==> config.mk <==
export PLATFORM = sky130hd
export DESIGN_NAME = ysyx_22050612_ifu
export DESIGN_NICKNAME = d
export VERILOG_FILES = /design/src/rtl/ysyx_22050612_ifu_pkg.sv /design/src/rtl/ysyx_22050612_ifu.sv
export SDC_FILE = /design/constraint.sdc
export NUM_CORES = 1
export LEC_CHECK = 0
export ABC_CLOCK_PERIOD_IN_PS = 7200
export BUFFER_PORTS_ARGS = -buffer_cell sky130_fd_sc_hd__buf_2
export CAP_MARGIN = 10
export CORE_ASPECT_RATIO = 1.25
export CORE_MARGIN = 3
export CORE_UTILIZATION = 33
export CTS_CLUSTER_SIZE = 25
export DETAILED_ROUTE_END_ITERATION = 6
export SLEW_MARGIN = 20
export SYNTH_ARGS = -nofsm -noshare
export SYNTH_HDL_FRONTEND = slang
export SYNTH_SLANG_ARGS = --single-unit
==> constraint.sdc <==
create_clock -name clk -period 7.2 [get_ports clk]
set_input_delay 0 -clock clk [delete_from_list [all_inputs] [get_ports clk]]
set_output_delay 0 -clock clk [all_outputs]
set_load 0.05 [all_outputs]
==> src/rtl/ysyx_22050612_ifu_pkg.sv <==
// Shared types and constants for the ysyx_22050612 instruction fetch unit.
package ysyx_22050612_ifu_pkg;

  localparam int unsigned XLEN   = 64;
  localparam int unsigned INST_W = 32;

  localparam logic [XLEN-1:0] RESET_PC = 64'h8000_0000;

  typedef enum logic [2:0] {
    S_REQ,
    S_WAIT,
    S_HOLD,
    S_DRAIN,
    S_ERR
  } ifu_state_e;

endpackage

==> src/rtl/ysyx_22050612_ifu.sv <==
// Instruction fetch unit: one aligned doubleword read per instruction, word select by pc[2],
// valid/ready hand-off to execute, and redirect handling that drops stale in-flight fetches.
module ysyx_22050612_ifu
  import ysyx_22050612_ifu_pkg::*;
(
  input  logic              clk,
  input  logic              rst,
  output logic              mem_req_valid,
  output logic [XLEN-1:0]   mem_req_addr,
  input  logic              mem_req_ready,
  input  logic              mem_resp_valid,
  input  logic [XLEN-1:0]   mem_resp_data,
  output logic              inst_valid,
  output logic [INST_W-1:0] inst,
  output logic [XLEN-1:0]   inst_pc,
  input  logic              inst_ready,
  input  logic              redirect_valid,
  input  logic [XLEN-1:0]   redirect_pc,
  output logic              fetch_misalign
);

  ifu_state_e        state_q, state_d;
  logic [XLEN-1:0]   pc_q, pc_d;
  logic [XLEN-1:0]   inst_pc_q, inst_pc_d;
  logic [INST_W-1:0] inst_q, inst_d;
  logic              misalign_q, misalign_d;
  logic              err_pend_q, err_pend_d;
  logic              req_fire;
  logic              resp_open;
  logic              redirect_bad;

  assign mem_req_valid  = (state_q == S_REQ);
  assign mem_req_addr   = {pc_q[XLEN-1:3], 3'b000};
  assign inst_valid     = (state_q == S_HOLD) && !redirect_valid;
  assign inst           = inst_q;
  assign inst_pc        = inst_pc_q;
  assign fetch_misalign = misalign_q;

  assign req_fire     = mem_req_valid && mem_req_ready;
  assign redirect_bad = (redirect_pc[1:0] != 2'b00);

  always_comb begin
    state_d    = state_q;
    pc_d       = pc_q;
    inst_d     = inst_q;
    inst_pc_d  = inst_pc_q;
    misalign_d = misalign_q;
    err_pend_d = err_pend_q;

    // Whether a response is still owed after this cycle; needed when halting into S_ERR.
    case (state_q)
      S_REQ:           resp_open = req_fire;
      S_WAIT, S_DRAIN: resp_open = !mem_resp_valid;
      S_ERR:           resp_open = err_pend_q && !mem_resp_valid;
      default:         resp_open = 1'b0;
    endcase

    if (redirect_valid) begin
      pc_d = redirect_pc;
      if (redirect_bad || (state_q == S_ERR)) begin
        misalign_d = misalign_q | redirect_bad;
        state_d    = S_ERR;
        err_pend_d = resp_open;
      end else begin
        case (state_q)
          S_REQ:   state_d = req_fire ? S_DRAIN : S_REQ;
          S_WAIT:  state_d = mem_resp_valid ? S_REQ : S_DRAIN;
          S_HOLD:  state_d = S_REQ;
          S_DRAIN: state_d = mem_resp_valid ? S_REQ : S_DRAIN;
          default: state_d = state_q;
        endcase
      end
    end else begin
      case (state_q)
        S_REQ: begin
          if (req_fire) state_d = S_WAIT;
        end
        S_WAIT: begin
          if (mem_resp_valid) begin
            inst_d    = pc_q[2] ? mem_resp_data[63:32] : mem_resp_data[31:0];
            inst_pc_d = pc_q;
            state_d   = S_HOLD;
          end
        end
        S_HOLD: begin
          if (inst_ready) begin
            pc_d    = pc_q + 64'd4;
            state_d = S_REQ;
          end
        end
        S_DRAIN: begin
          if (mem_resp_valid) state_d = S_REQ;
        end
        S_ERR: begin
          err_pend_d = err_pend_q && !mem_resp_valid;
        end
        default: state_d = S_REQ;
      endcase
    end
  end

  always_ff @(posedge clk or posedge rst) begin
    if (rst) begin
      state_q    <= S_REQ;
      pc_q       <= RESET_PC;
      inst_q     <= '0;
      inst_pc_q  <= '0;
      misalign_q <= 1'b0;
      err_pend_q <= 1'b0;
    end else begin
      state_q    <= state_d;
      pc_q       <= pc_d;
      inst_q     <= inst_d;
      inst_pc_q  <= inst_pc_d;
      misalign_q <= misalign_d;
      err_pend_q <= err_pend_d;
    end
  end

endmodule

* Yosys cells after proc, flatten, opt, wreduce, memory -nomap -nowiden
Index checks and enable logic that the tools add are counted.
Storage, ports and cells: bits in registers 164, logic and storage cells 45
Cells by class: add/subtract/negate cells 1, equal/unequal tests 10, multiplexer cells 14, bitwise operators 2, reductions and logical operators 13
Operators by type and width (number):
- 64-bit two-way mux | 3
- 64-bit by 3-bit adder with 64-bit output (second input constant) | 1
- 32-bit two-way mux | 1
- 3-bit two-way mux | 6
- 3-bit one-hot mux with 5 select lines | 1
- 3-bit != test (second input constant) | 3
- 3-bit one-hot mux with 3 select lines | 1
- 3-bit by 2-bit == test with 1-bit output (second input constant) | 2
- 6-bit AND reduction | 1
- 2-bit nonzero test | 3
- 5-bit by 3-bit != test with 1-bit output (second input constant) | 1
- 2-bit two-way mux | 2
- 2-bit AND reduction | 2
- 3-bit by 1-bit == test with 1-bit output (second input constant) | 1
- 3-bit == test (second input constant) | 1
- 3-bit zero test | 1
- 3-bit by 1-bit != test with 1-bit output (second input constant) | 1
- 3-bit AND reduction | 1
- 1-bit logical AND | 2
- 2-bit != test (second input constant) | 1
- 2-bit OR reduction | 1
- 1-bit zero test | 1
- 1-bit logical OR | 1
- 1-bit inverter | 1
- 1-bit OR | 1

* Depth between registers and ports, before layout
depth in word-level cells 6, mapped depth 8

* Worst setup path before layout
No wires, ideal clock.
path type register -> output, start register state_q[0], end output port inst_valid, arrival 2.261 ns, required time 7.200 ns, setup slack 4.939 ns, cell stages (with the launch flop) 3, path buffers 1, cells stage by stage dfrtp_1 > clkbuf_1 > nor4b_1
Between the ends: cells in the longest elaborated chain, start to end 2
RTL lines:
- from (decl) | line ysyx_22050612_ifu.sv:22 | ifu_state_e state_q, state_d;
- from (signal assigned) | line ysyx_22050612_ifu.sv:111 | state_q <= state_d;
- 3-bit by 2-bit == test with 1-bit output | line ysyx_22050612_ifu.sv:34 | assign inst_valid = (state_q == S_HOLD) && !redirect_valid;
- 1-bit logical AND | line ysyx_22050612_ifu.sv:34
- to (decl) | line ysyx_22050612_ifu.sv:13 | output logic inst_valid,
Every way passes these cells.

* Worst setup path in the final report
start register pc_q[2], end register pc_q[59]
Between the ends: cells in the longest elaborated chain, start to end 4
RTL lines:
- from (decl) | line ysyx_22050612_ifu.sv:23 | logic [XLEN-1:0] pc_q, pc_d;
- from (signal assigned) | line ysyx_22050612_ifu.sv:112 | pc_q <= pc_d;
- 64-bit by 3-bit adder with 64-bit output | line ysyx_22050612_ifu.sv:87 | pc_d = pc_q + 64'd4;
- 64-bit two-way mux | line ysyx_22050612_ifu.sv:86 | if (inst_ready) begin
- 64-bit two-way mux | line ysyx_22050612_ifu.sv:74 | case (state_q)
- 64-bit two-way mux | line ysyx_22050612_ifu.sv:58 | if (redirect_valid) begin
Every way passes these cells. The select of a mux whose other input is x is not followed. A chain may end at the register's enable or synchronous reset.

==> results.ini <==
[worst_setup_path]
critPathLaunchType = register
r2r_cells = 4
cp-endpoint = pc_q[59]
crit_required_ns = 7.56
crit_path_max_fanout = 38
startpoint = pc_q[2]
cp-end-kind = register
worst-path-buf-inv = 0
cp_slowest_cell = dfrtp_2
critical_path.max_stage_delay_ns = 1.04
worstSetupPathType = register to register
cp.arrival_ns = 3.66
critPathTopFamily = simple AND/OR/NAND/NOR gates
r2r-start = pc_q[2]
cp_cell_sequence = and4_1, nand4_1, or4_1, nand3_1
path_depth = 4
reg2reg_to = pc_q[59]
rrSetupSlack_ns = 3.91

[clocking]
cts.sinks = 164
cts.root.buffer_cell = clkbuf_16
cts_tree = yes
cts-resized-gates = 0
htreeDepth = 4
clk_path_buf_depth = 2
path_clk_slew_ns = 0.07
cts_buffers = 17
clk_latency_ns = 0.43

[global_route]
grt_use_total = 0.190
grt_max_degree = 111
grt-ovfl-total = 0
antenna_found_initial = 1
grt_pass1_wl_mm = 41.3
grt_pass1_vias = 7597

[floorplanning]
start_util = 0.337
rows = 65
fp.dieH_um = 186
core_mm2 = 0.0253
die_area_mm2 = 0.0278
io_pins = 297
fp.dieW_um = 150

[routing]
drtIter0Drc = 317
vias_per_cell = 4.93
final_antenna_net_count = 0
dr_total_vias = 7448
drc_errors = 0
wl_per_cell_um = 17.3
dr.pass1.iters = 6
routed_wl_mm = 26.2

[placed_design]
numPortBuffers = 293
dp_worst_setup_slack_ns = 3.90
gp_congestion = 0.793
dpl.hpwl_mm = 18.0
dpl-instance-area_mm2 = 0.00979
placedCellCount = 1347

[synthesis]
synth-edff-count = 0
ys_seq_elements = 164
syn_area_mm2 = 0.00852
ys_types = 59
ys_seq_area_frac = 0.482
yosysWarnings = 0
synth_top_area_frac = 0.479
synth.most_common_cell = dfrtp_1
ys_async_sr_fraction = 1.00
synthesis.instances = 820
ys.flop_type = dfrtp_1
synth.area.top_cells = dfrtp_1, mux2_2, buf_4
yosys-top-cells-count = dfrtp_1, nand2_1, o21ai_0
syn_avg_cell_area_um2 = 10.4
yosys.area.top_type = dfrtp_1

[sta]
relSlewSlack = 0.311
fin_crit_ns = 3.29
worst_hold_slack_ns = 0.0839
tightest_slew_ns = 1.03
fin_tns_setup_ns = 0
setup_ws_ns = 3.91
slew_violations = 0
fmax_ghz = 0.304
rsz0062_at_grt = false
setup_violations = 0
hold_viol = 0
final.period_utilization = 0.458
worst_clock_skew_ns = 0.0126

[pwr]
static-leakage-power_nw = 5.62
p_per_area_mw_per_mm2 = 321
ir_worst_vdd_mv = 0.203

[layout]
drive_gt1_frac = 0.355
area_growth_pct = 37.6
finalInstanceArea_mm2 = 0.0117
nets = 1296
instances_no_fill = 1510

[worst_hold_path]
hp-class = primary input to register
hold_start = redirect_valid

[flow_run]
cap_violations = 0

[run_status]
status = complete, no violations

## worst reg2reg max path: stages (launching register included)
cell and delay, ns:
dfrtp_2 1.04, and4_1 0.70, nand4_1 0.70, or4_1 0.71
nand3_1 0.08
## area by class of cell
type                    instances  area [um2]
well taps                     335         419
multi-input cells             545        3730
diodes                          1        2.50
flip-flops and latches        164        4110
fillers                      2323       13600
inverters                       5        26.3
clock inverters                12         181
clock buffers                  20         437
repair buffers                428        2810
## routing by layer
metal / vias to the layer above / wire length, um / track usage / share of wire
met1: 3597 / 10600 / 0.226 / 0.40
met4: 0 / 567 / 0.0641 / 0.022
li1: 3543 / - / - / -
met3: 37 / 1870 / 0.0548 / 0.071
met5: - / 0 / 0 / 0
met2: 271 / 13200 / 0.330 / 0.50
## cells in the final DEF, fill, tap and decap left out, drive strengths merged, types with 7 or more instances in the layout
cell         instances
buf                298
nand2              103
and3                 7
mux2i               35
or4                  9
nor2b               14
clkbuf              20
dlygate4sd3        130
or3                 10
nand3               29
xnor2               15
nor4                10
dfrtp              163
clkinv               7
nor2                31
a31oi                9
nor3                15
xor2                23
and4                10
nand4               38
o21ai               77
a22oi                7
mux2                67
## through the flow
step                 util  power (mW)
global placement    0.387        2.72
detailed placement  0.387        2.74
floorplan               -        2.41
CTS                 0.463        3.80
finish              0.463        3.76
global route        0.463        3.95
## state kept, by name (all words and copies together) (netlist names)
name / flops
inst: 32
pc_q: 64
fetch_misalign: 1
state_q: 3
inst_pc: 64
## cells by family (layout without fill, tap and decap cells)
family	after synthesis	in the layout	share of synthesized area
flip-flops	164	164	0.482
XOR/XNOR	38	38	0.0391
buffers and inverters	113	465	0.0818
AND/OR/NAND/NOR	285	285	0.186
other	1	4	0.000440
AO/OA/AOI/OAI	116	116	0.0793
multiplexers	102	102	0.130
adder cells (fa/ha/maj)	1	1	0.00147
## timing repair
item / 4_1_cts / 5_1_grt
hold endpoints to repair: 191 / 0
setup buffers: 0 / 0
hold buffers: 130 / 0
## report_power, final
| group | internal [mW] | leakage [nW] | switching (mW) | total [mW] |
|---|---|---|---|---|
| logic | 0.400 | 3.22 | 1.06 | 1.46 |
| clock network | 0.583 | 0.298 | 0.393 | 0.976 |
| registers | 1.14 | 2.10 | 0.179 | 1.32 |
## how the worst min path moves through the flow
stage / endpoint / slack, ns / cells after the start
after floorplan: pc_q[31] / 0.12 / 2
after global placement: inst[25] / 0.15 / 2
after detailed placement: inst[18] / 0.16 / 2
after CTS: pc_q[2] / 0.08 / 3
after global routing: pc_q[2] / 0.12 / 3
final: pc_q[2] / 0.08 / 3
No activity file was read; power rests on OpenSTA's default activity.
